===== config.mk =====
export PLATFORM = sky130hd
export DESIGN_NAME = ysyx_23060236_mdu
export DESIGN_NICKNAME = d
export VERILOG_FILES = /design/src/rtl/ysyx_23060236_mdu.sv
export SDC_FILE = /design/constraint.sdc
export NUM_CORES = 1
export LEC_CHECK = 0
export ABC_CLOCK_PERIOD_IN_PS = 6600
export CORE_ASPECT_RATIO = 1.1
export CORE_MARGIN = 2
export CORE_UTILIZATION = 25
export DETAILED_ROUTE_END_ITERATION = 12
export PLACE_DENSITY = 0.49
export SYNTH_ARGS = -nofsm -noshare
export SYNTH_HDL_FRONTEND = slang
export SYNTH_SLANG_ARGS = --single-unit

===== constraint.sdc =====
create_clock -name clock -period 6.6 [get_ports clock]
set_clock_uncertainty 0.15 [all_clocks]
set_input_delay 1.32 -clock clock [delete_from_list [all_inputs] [get_ports clock]]
set_output_delay 1.32 -clock clock [all_outputs]
set_load 0.02 [all_outputs]

===== src/rtl/ysyx_23060236_mdu.sv =====
// Iterative RV32/64 M-extension multiply/divide unit with a valid/ready handshake and flush.
// Define YSYX_23060236_MDU_FASTMUL_EN to replace the shift-add multiplier with a single-cycle product.
module ysyx_23060236_mdu #(
    parameter int XLEN  = 32,
    parameter int TAG_W = 4
) (
    input  logic             clock,
    input  logic             reset,
    input  logic             in_valid,
    output logic             in_ready,
    input  logic [2:0]       funct3,
    input  logic [XLEN-1:0]  src1,
    input  logic [XLEN-1:0]  src2,
    input  logic [TAG_W-1:0] rd_in,
    input  logic             flush,
    output logic             out_valid,
    input  logic             out_ready,
    output logic [XLEN-1:0]  result,
    output logic [TAG_W-1:0] rd_out
);

    localparam int CW = $clog2(XLEN + 1);

    typedef enum logic [1:0] {
        IDLE = 2'd0,
        BUSY = 2'd1,
        DONE = 2'd2
    } state_t;

    state_t          state_r;
    logic [2:0]      f3_r;
    logic [XLEN-1:0] hi_r;
    logic [XLEN-1:0] lo_r;
    logic [XLEN-1:0] opnd_r;
    logic            q_neg_r;
    logic            r_neg_r;
    logic            quick_r;
    logic [CW-1:0]   cnt_r;

    function automatic logic [XLEN-1:0] negate(input logic [XLEN-1:0] x, input logic en);
        return en ? (~x + XLEN'(1)) : x;
    endfunction

    logic            s1_signed_s;
    logic            s2_signed_s;
    logic            s1_neg_s;
    logic            s2_neg_s;
    logic [XLEN-1:0] mag1_s;
    logic [XLEN-1:0] mag2_s;
    logic            div_zero_s;
    logic            div_ovf_s;
    logic            quick_s;
    logic [XLEN-1:0] quick_res_s;

    // Operand signedness per op
    always_comb begin
        s1_signed_s = 1'b0;
        s2_signed_s = 1'b0;
        case (funct3)
            3'd0, 3'd1, 3'd4, 3'd6: begin
                s1_signed_s = 1'b1;
                s2_signed_s = 1'b1;
            end
            3'd2: begin
                s1_signed_s = 1'b1;
                s2_signed_s = 1'b0;
            end
            default: begin
                s1_signed_s = 1'b0;
                s2_signed_s = 1'b0;
            end
        endcase
    end

    assign s1_neg_s   = s1_signed_s & src1[XLEN-1];
    assign s2_neg_s   = s2_signed_s & src2[XLEN-1];
    assign mag1_s     = negate(src1, s1_neg_s);
    assign mag2_s     = negate(src2, s2_neg_s);
    assign div_zero_s = (src2 == {XLEN{1'b0}});
    assign div_ovf_s  = funct3[2] & ~funct3[0] & (src1 == {1'b1, {(XLEN-1){1'b0}}})
                        & (src2 == {XLEN{1'b1}});

`ifdef YSYX_23060236_MDU_FASTMUL_EN
    logic [2*XLEN-1:0] fast_prod_s;
    logic [2*XLEN-1:0] fast_sprod_s;
    assign fast_prod_s  = {{XLEN{1'b0}}, mag1_s} * {{XLEN{1'b0}}, mag2_s};
    assign fast_sprod_s = (s1_neg_s ^ s2_neg_s) ? (~fast_prod_s + (2*XLEN)'(1)) : fast_prod_s;
`endif

    // Results that bypass the iterative datapath (finish on the first BUSY edge)
    always_comb begin
        quick_s     = 1'b0;
        quick_res_s = {XLEN{1'b0}};
        if (funct3[2]) begin
            quick_s = div_zero_s | div_ovf_s;
            if (div_zero_s) begin
                quick_res_s = funct3[1] ? src1 : {XLEN{1'b1}};
            end else if (div_ovf_s) begin
                quick_res_s = funct3[1] ? {XLEN{1'b0}} : src1;
            end else begin
                quick_res_s = {XLEN{1'b0}};
            end
        end else begin
`ifdef YSYX_23060236_MDU_FASTMUL_EN
            quick_s     = 1'b1;
            quick_res_s = (funct3 == 3'd0) ? fast_sprod_s[XLEN-1:0] : fast_sprod_s[2*XLEN-1:XLEN];
`else
            quick_s     = 1'b0;
            quick_res_s = {XLEN{1'b0}};
`endif
        end
    end

    // One iteration of shift-add multiply and restoring divide; hi/lo hold product or rem/quotient
    logic [XLEN:0]     mul_sum_s;
    logic [XLEN-1:0]   mul_hi_n_s;
    logic [XLEN-1:0]   mul_lo_n_s;
    logic [XLEN:0]     div_shift_s;
    logic [XLEN:0]     div_diff_s;
    logic              div_ge_s;
    logic [XLEN-1:0]   div_hi_n_s;
    logic [XLEN-1:0]   div_lo_n_s;
    logic [2*XLEN-1:0] prod_s;
    logic [2*XLEN-1:0] sprod_s;
    logic [XLEN-1:0]   iter_res_s;

    assign mul_sum_s   = {1'b0, hi_r} + (lo_r[0] ? {1'b0, opnd_r} : {(XLEN+1){1'b0}});
    assign mul_hi_n_s  = mul_sum_s[XLEN:1];
    assign mul_lo_n_s  = {mul_sum_s[0], lo_r[XLEN-1:1]};
    assign div_shift_s = {hi_r, lo_r[XLEN-1]};
    assign div_diff_s  = div_shift_s - {1'b0, opnd_r};
    assign div_ge_s    = ~div_diff_s[XLEN];
    assign div_hi_n_s  = div_ge_s ? div_diff_s[XLEN-1:0] : div_shift_s[XLEN-1:0];
    assign div_lo_n_s  = {lo_r[XLEN-2:0], div_ge_s};
    assign prod_s      = {mul_hi_n_s, mul_lo_n_s};
    assign sprod_s     = q_neg_r ? (~prod_s + (2*XLEN)'(1)) : prod_s;

    // Final sign fix-up and half selection on the last iteration
    always_comb begin
        iter_res_s = {XLEN{1'b0}};
        if (f3_r[2]) begin
            iter_res_s = f3_r[1] ? negate(div_hi_n_s, r_neg_r) : negate(div_lo_n_s, q_neg_r);
        end else begin
            iter_res_s = (f3_r == 3'd0) ? sprod_s[XLEN-1:0] : sprod_s[2*XLEN-1:XLEN];
        end
    end

    assign in_ready = (state_r == IDLE);

    // Control FSM and datapath registers
    always_ff @(posedge clock) begin
        if (!reset) begin
            state_r   <= IDLE;
            out_valid <= 1'b0;
            result    <= {XLEN{1'b0}};
            rd_out    <= {TAG_W{1'b0}};
            cnt_r     <= {CW{1'b0}};
            f3_r      <= 3'd0;
            hi_r      <= {XLEN{1'b0}};
            lo_r      <= {XLEN{1'b0}};
            opnd_r    <= {XLEN{1'b0}};
            q_neg_r   <= 1'b0;
            r_neg_r   <= 1'b0;
            quick_r   <= 1'b0;
        end else if (flush) begin
            state_r   <= IDLE;
            out_valid <= 1'b0;
            cnt_r     <= {CW{1'b0}};
        end else begin
            case (state_r)
                IDLE: begin
                    if (in_valid) begin
                        state_r <= BUSY;
                        f3_r    <= funct3;
                        rd_out  <= rd_in;
                        cnt_r   <= {CW{1'b0}};
                        q_neg_r <= s1_neg_s ^ s2_neg_s;
                        r_neg_r <= s1_neg_s;
                        quick_r <= quick_s;
                        hi_r    <= quick_s ? quick_res_s : {XLEN{1'b0}};
                        lo_r    <= funct3[2] ? mag1_s : mag2_s;
                        opnd_r  <= funct3[2] ? mag2_s : mag1_s;
                    end else begin
                        state_r <= IDLE;
                    end
                end
                BUSY: begin
                    if (quick_r) begin
                        result    <= hi_r;
                        out_valid <= 1'b1;
                        state_r   <= DONE;
                    end else begin
                        hi_r <= f3_r[2] ? div_hi_n_s : mul_hi_n_s;
                        lo_r <= f3_r[2] ? div_lo_n_s : mul_lo_n_s;
                        if (cnt_r == CW'(XLEN - 1)) begin
                            result    <= iter_res_s;
                            out_valid <= 1'b1;
                            state_r   <= DONE;
                        end else begin
                            cnt_r <= cnt_r + CW'(1);
                        end
                    end
                end
                DONE: begin
                    if (out_ready) begin
                        out_valid <= 1'b0;
                        state_r   <= IDLE;
                    end else begin
                        state_r <= DONE;
                    end
                end
                default: begin
                    state_r   <= IDLE;
                    out_valid <= 1'b0;
                end
            endcase
        end
    end

endmodule


==> results.sh, run 1 <==
export IMPL_dp_slack_ps=138
export IMPL_unrepaired_setup_endpoints_after_global_routing="no"
export IMPL_clock_fmax_mhz=164
export IMPL_buffer_ports_inserted=113
export IMPL_worst_skew_pair_late_latency_ps=510
export IMPL_relSlewSlack_pct=30.5
export IMPL_grt_pass1_wl_um=132000
export IMPL_post_dp_hpwl_um=70500
export IMPL_post_synth_main_area_contributors="sky130_fd_sc_hd__dfxtp_1, sky130_fd_sc_hd__nand2_1, sky130_fd_sc_hd__xnor2_1"
export IMPL_postPlaceCellArea_um2=19600
export IMPL_detail_route_first_pass_iterations=5
export IMPL_number_of_antenna_violations_at_the_first_check_in_global_routing=3
export IMPL_global_route_usage_total_pct=24.4
export IMPL_power_leakage_nw=7.62
export IMPL_cp_data_arrival_time_ps=6350
export IMPL_cts_tree="done"
export IMPL_drtIter0Drc=2404
export IMPL_worst_pin_slew_ps=1020
export IMPL_part_of_the_yosys_area_used_for_sequential_elements_pct=16.8
export IMPL_cts_sink_count=147
export IMPL_antenna_left=0
export IMPL_core_area_um2=69100
export IMPL_layout_filler_cells=7588
export IMPL_site_rows=101
export IMPL_grt_util_met1_pct=33.1
export IMPL_synth_ff_latch_count=147
export IMPL_routed_wire_length_per_instance_um=26.1
export IMPL_finalWirelength_um=90300
export IMPL_timing_setup_tns_ps=0
export IMPL_timing_final_max_slew_violations=0
export IMPL_async_reset_ff_share_pct=0
export IMPL_wp_data_required_ps=6840
export IMPL_power_density_nw_per_um2=198
export IMPL_die_height_um=282
export IMPL_ios=114
export IMPL_syn_avg_cell_area_um2=6.98
export IMPL_final_design_area_no_fill_um2=20300
export IMPL_dominantRegCellSynth="sky130_fd_sc_hd__dfxtp_1"
export IMPL_global_route_peak_usage_layer="met2"
export IMPL_final_worst_setup_slack_ps=489
export IMPL_crit_fanout=7
export IMPL_synth_top_area_share_pct=16.8
export IMPL_finalHoldViolCount=0
export IMPL_post_route_min_period_ps=6110
export IMPL_avgViaCountPerCell=5.82
export IMPL_die_width_um=256
export IMPL_cts_buffers_inserted=17
export IMPL_ir_worst_vdd_v=0.000197
export IMPL_pin_count_of_the_biggest_net_entering_global_routing=70
export IMPL_first_global_vias=19200
export IMPL_crit_path_start_kind="flip-flop"
export IMPL_ys_warnings_count=0
export IMPL_post_synth_inst_count=2509
export IMPL_yosysMostFrequentCell="sky130_fd_sc_hd__nand2_1"
export IMPL_yosys_area_share_adder_pct=5.36
export IMPL_place_congestion=0.937
export IMPL_synth_largest_area_cell="sky130_fd_sc_hd__dfxtp_1"
export IMPL_yosys_cell_types_count=94
export IMPL_synthesis_nets=2658
export IMPL_route_detailed_drc=0
export IMPL_area_delta_synth_final_pct=15.7
export IMPL_main_combinational_cell_family_by_area_after_synthesis="compound AO/OA/AOI/OAI gates"
export IMPL_holdBufCountCts=0
export IMPL_grt_use_met2_pct=38.4
export IMPL_initial_core_util_pct=25.3
export IMPL_fraction_of_synthesized_area_in_multiplexers_pct=5.35
export IMPL_drv_max_cap_violation_count=0
export IMPL_design_final_nets=2665
export IMPL_drive_gt1_share_pct=6.25
export IMPL_globalRouteOverflowTotal=0
export IMPL_synth_commonest_cells="sky130_fd_sc_hd__nand2_1, sky130_fd_sc_hd__nor2_1, sky130_fd_sc_hd__a21oi_1, sky130_fd_sc_hd__clkbuf_1, sky130_fd_sc_hd__o21ai_0"
export IMPL_dr_total_vias=20100
export IMPL_synth_compound_area_share_pct=31.7
export IMPL_synthesis_area_um2=17500
export IMPL_timing_reg2reg_setup_slack_ps=490
export IMPL_synth_edf_count=0
export IMPL_setup_worst_path_class="reg -> reg"
export IMPL_period_share_pct=92.6
export IMPL_synth_xor_area_share_pct=10.4
export IMPL_cts_htree_levels=4
export IMPL_die_area_um2=72200
export IMPL_synth_simple_gate_area_share_pct=24.3
export IMPL_run_status="finished, final reports clean"
export IMPL_hp_class="reg -> reg"
export IMPL_max_clock_path_buffers=2
export IMPL_setup_worst_path_end_class="flip-flop"
export IMPL_ctsRootBufferMaster="sky130_fd_sc_hd__clkbuf_16"
export IMPL_setup_viol=0
export IMPL_grt_use_met3_pct=4.47
export IMPL_cts_reportedPaths_clkPinSlew_ps=70
[area by class of cell]
type | instances | area, um^2 | area share (%)
diodes | 1 | 2.50 | 0.0124
well taps | 927 | 1160 | 5.73
flip-flops and latches | 147 | 2950 | 14.6
multi-input cells | 2090 | 13500 | 66.9
clock inverters | 6 | 88.8 | 0.439
inverters | 73 | 278 | 1.37
repair buffers | 187 | 1690 | 8.35
clock buffers | 25 | 537 | 2.65
[registers in the layout, indices dropped and copies added, names as in the netlist]
name       flops
state_r        2
hi_r          32
out_valid      1
cnt_r          6
opnd_r        32
r_neg_r        1
lo_r          32
result        32
q_neg_r        1
quick_r        1
f3_r           3
rd_out         4
[timing repair]
action	CTS	global route
endpoints found under the setup margin	0	4
buffers inserted	0	3
gates resized for setup	0	1
[worst max-delay path, stage by stage (launching register included)]
cell                        delay [ps]
sky130_fd_sc_hd__dfxtp_1           340
sky130_fd_sc_hd__inv_1              60
sky130_fd_sc_hd__ha_1              250
sky130_fd_sc_hd__inv_1              90
sky130_fd_sc_hd__fa_1              280
sky130_fd_sc_hd__nand3_1           140
sky130_fd_sc_hd__a21oi_1           270
sky130_fd_sc_hd__o21ai_0           250
sky130_fd_sc_hd__buf_4             210
sky130_fd_sc_hd__a211oi_1          420
sky130_fd_sc_hd__nor3_1            100
sky130_fd_sc_hd__buf_4             180
sky130_fd_sc_hd__nor2_4            280
sky130_fd_sc_hd__mux2i_1           340
sky130_fd_sc_hd__ha_1              260
sky130_fd_sc_hd__o211ai_1          180
sky130_fd_sc_hd__nor4_1            340
sky130_fd_sc_hd__nor4b_1           270
sky130_fd_sc_hd__a21oi_1           180
sky130_fd_sc_hd__a2111oi_2         530
sky130_fd_sc_hd__a31oi_1           210
sky130_fd_sc_hd__xnor2_1           210
sky130_fd_sc_hd__a211oi_1          100
sky130_fd_sc_hd__a2111oi_0         350
[power breakdown]
group	internal [mW]	leakage [nW]	switching (mW)	total, mW
clock network	0.637	0.303	0.466	1.10
logic	0.649	6.11	1.25	1.90
registers	0.931	1.20	0.0827	1.01
[cell usage in the layout (no fill, tap or decap), drive strengths merged, types with 45 or more instances in the layout]
| master | instances |
|---|---|
| nand2 | 315 |
| or3 | 51 |
| mux2i | 88 |
| nor2 | 227 |
| nor3 | 58 |
| o211ai | 83 |
| a21boi | 48 |
| buf | 76 |
| nand3 | 54 |
| o21ai | 165 |
| ha | 71 |
| xnor2 | 118 |
| dfxtp | 147 |
| a21oi | 188 |
| clkdlybuf4s50 | 111 |
| xor2 | 90 |
| inv | 71 |
| a31oi | 45 |
[cells by family after synthesis]
| family | Yosys count |
|---|---|
| simple gates | 893 |
| flops | 147 |
| buf+inv | 272 |
| mux | 92 |
| compound gates | 823 |
| fa+ha+maj | 74 |
| xor+xnor | 208 |
[final timing paths]
path | start | cells after the start | to
setup / recovery | lo_r[31] | 23 | result[30]
hold / removal | opnd_r[28] | 2 | opnd_r[28]
setup reg to reg | lo_r[31] | 23 | result[30]
hold reg to reg | opnd_r[28] | 2 | opnd_r[28]
[metrics by stage]
step | instances | util, % | power (mW) | hold WS, ps
floorplan | 2509 | - | 2.21 | 291
global placement | 3421 | 28.3 | 2.88 | 301
detailed placement | 3421 | 28.3 | 2.87 | 308
CTS | 3452 | 29.2 | 3.98 | 316
global route | 3455 | 29.3 | 4.19 | 333
finish | 3456 | 29.3 | 4.01 | 315
[layer usage]
metal  routed length (um)  share of wire, %
met5                    0                 0
met4                 3200               3.5
met3                 7280               8.1
met2                39800                44
met1                40000                44
Power figures use the tool's default switching activity.
==> run 2: changes to the inputs <==
- CTS_CLUSTER_DIAMETER: not set -> 150
==> results of run 2 <==
Same layout as run 1: the final DEF is identical, and so are final timing and power.
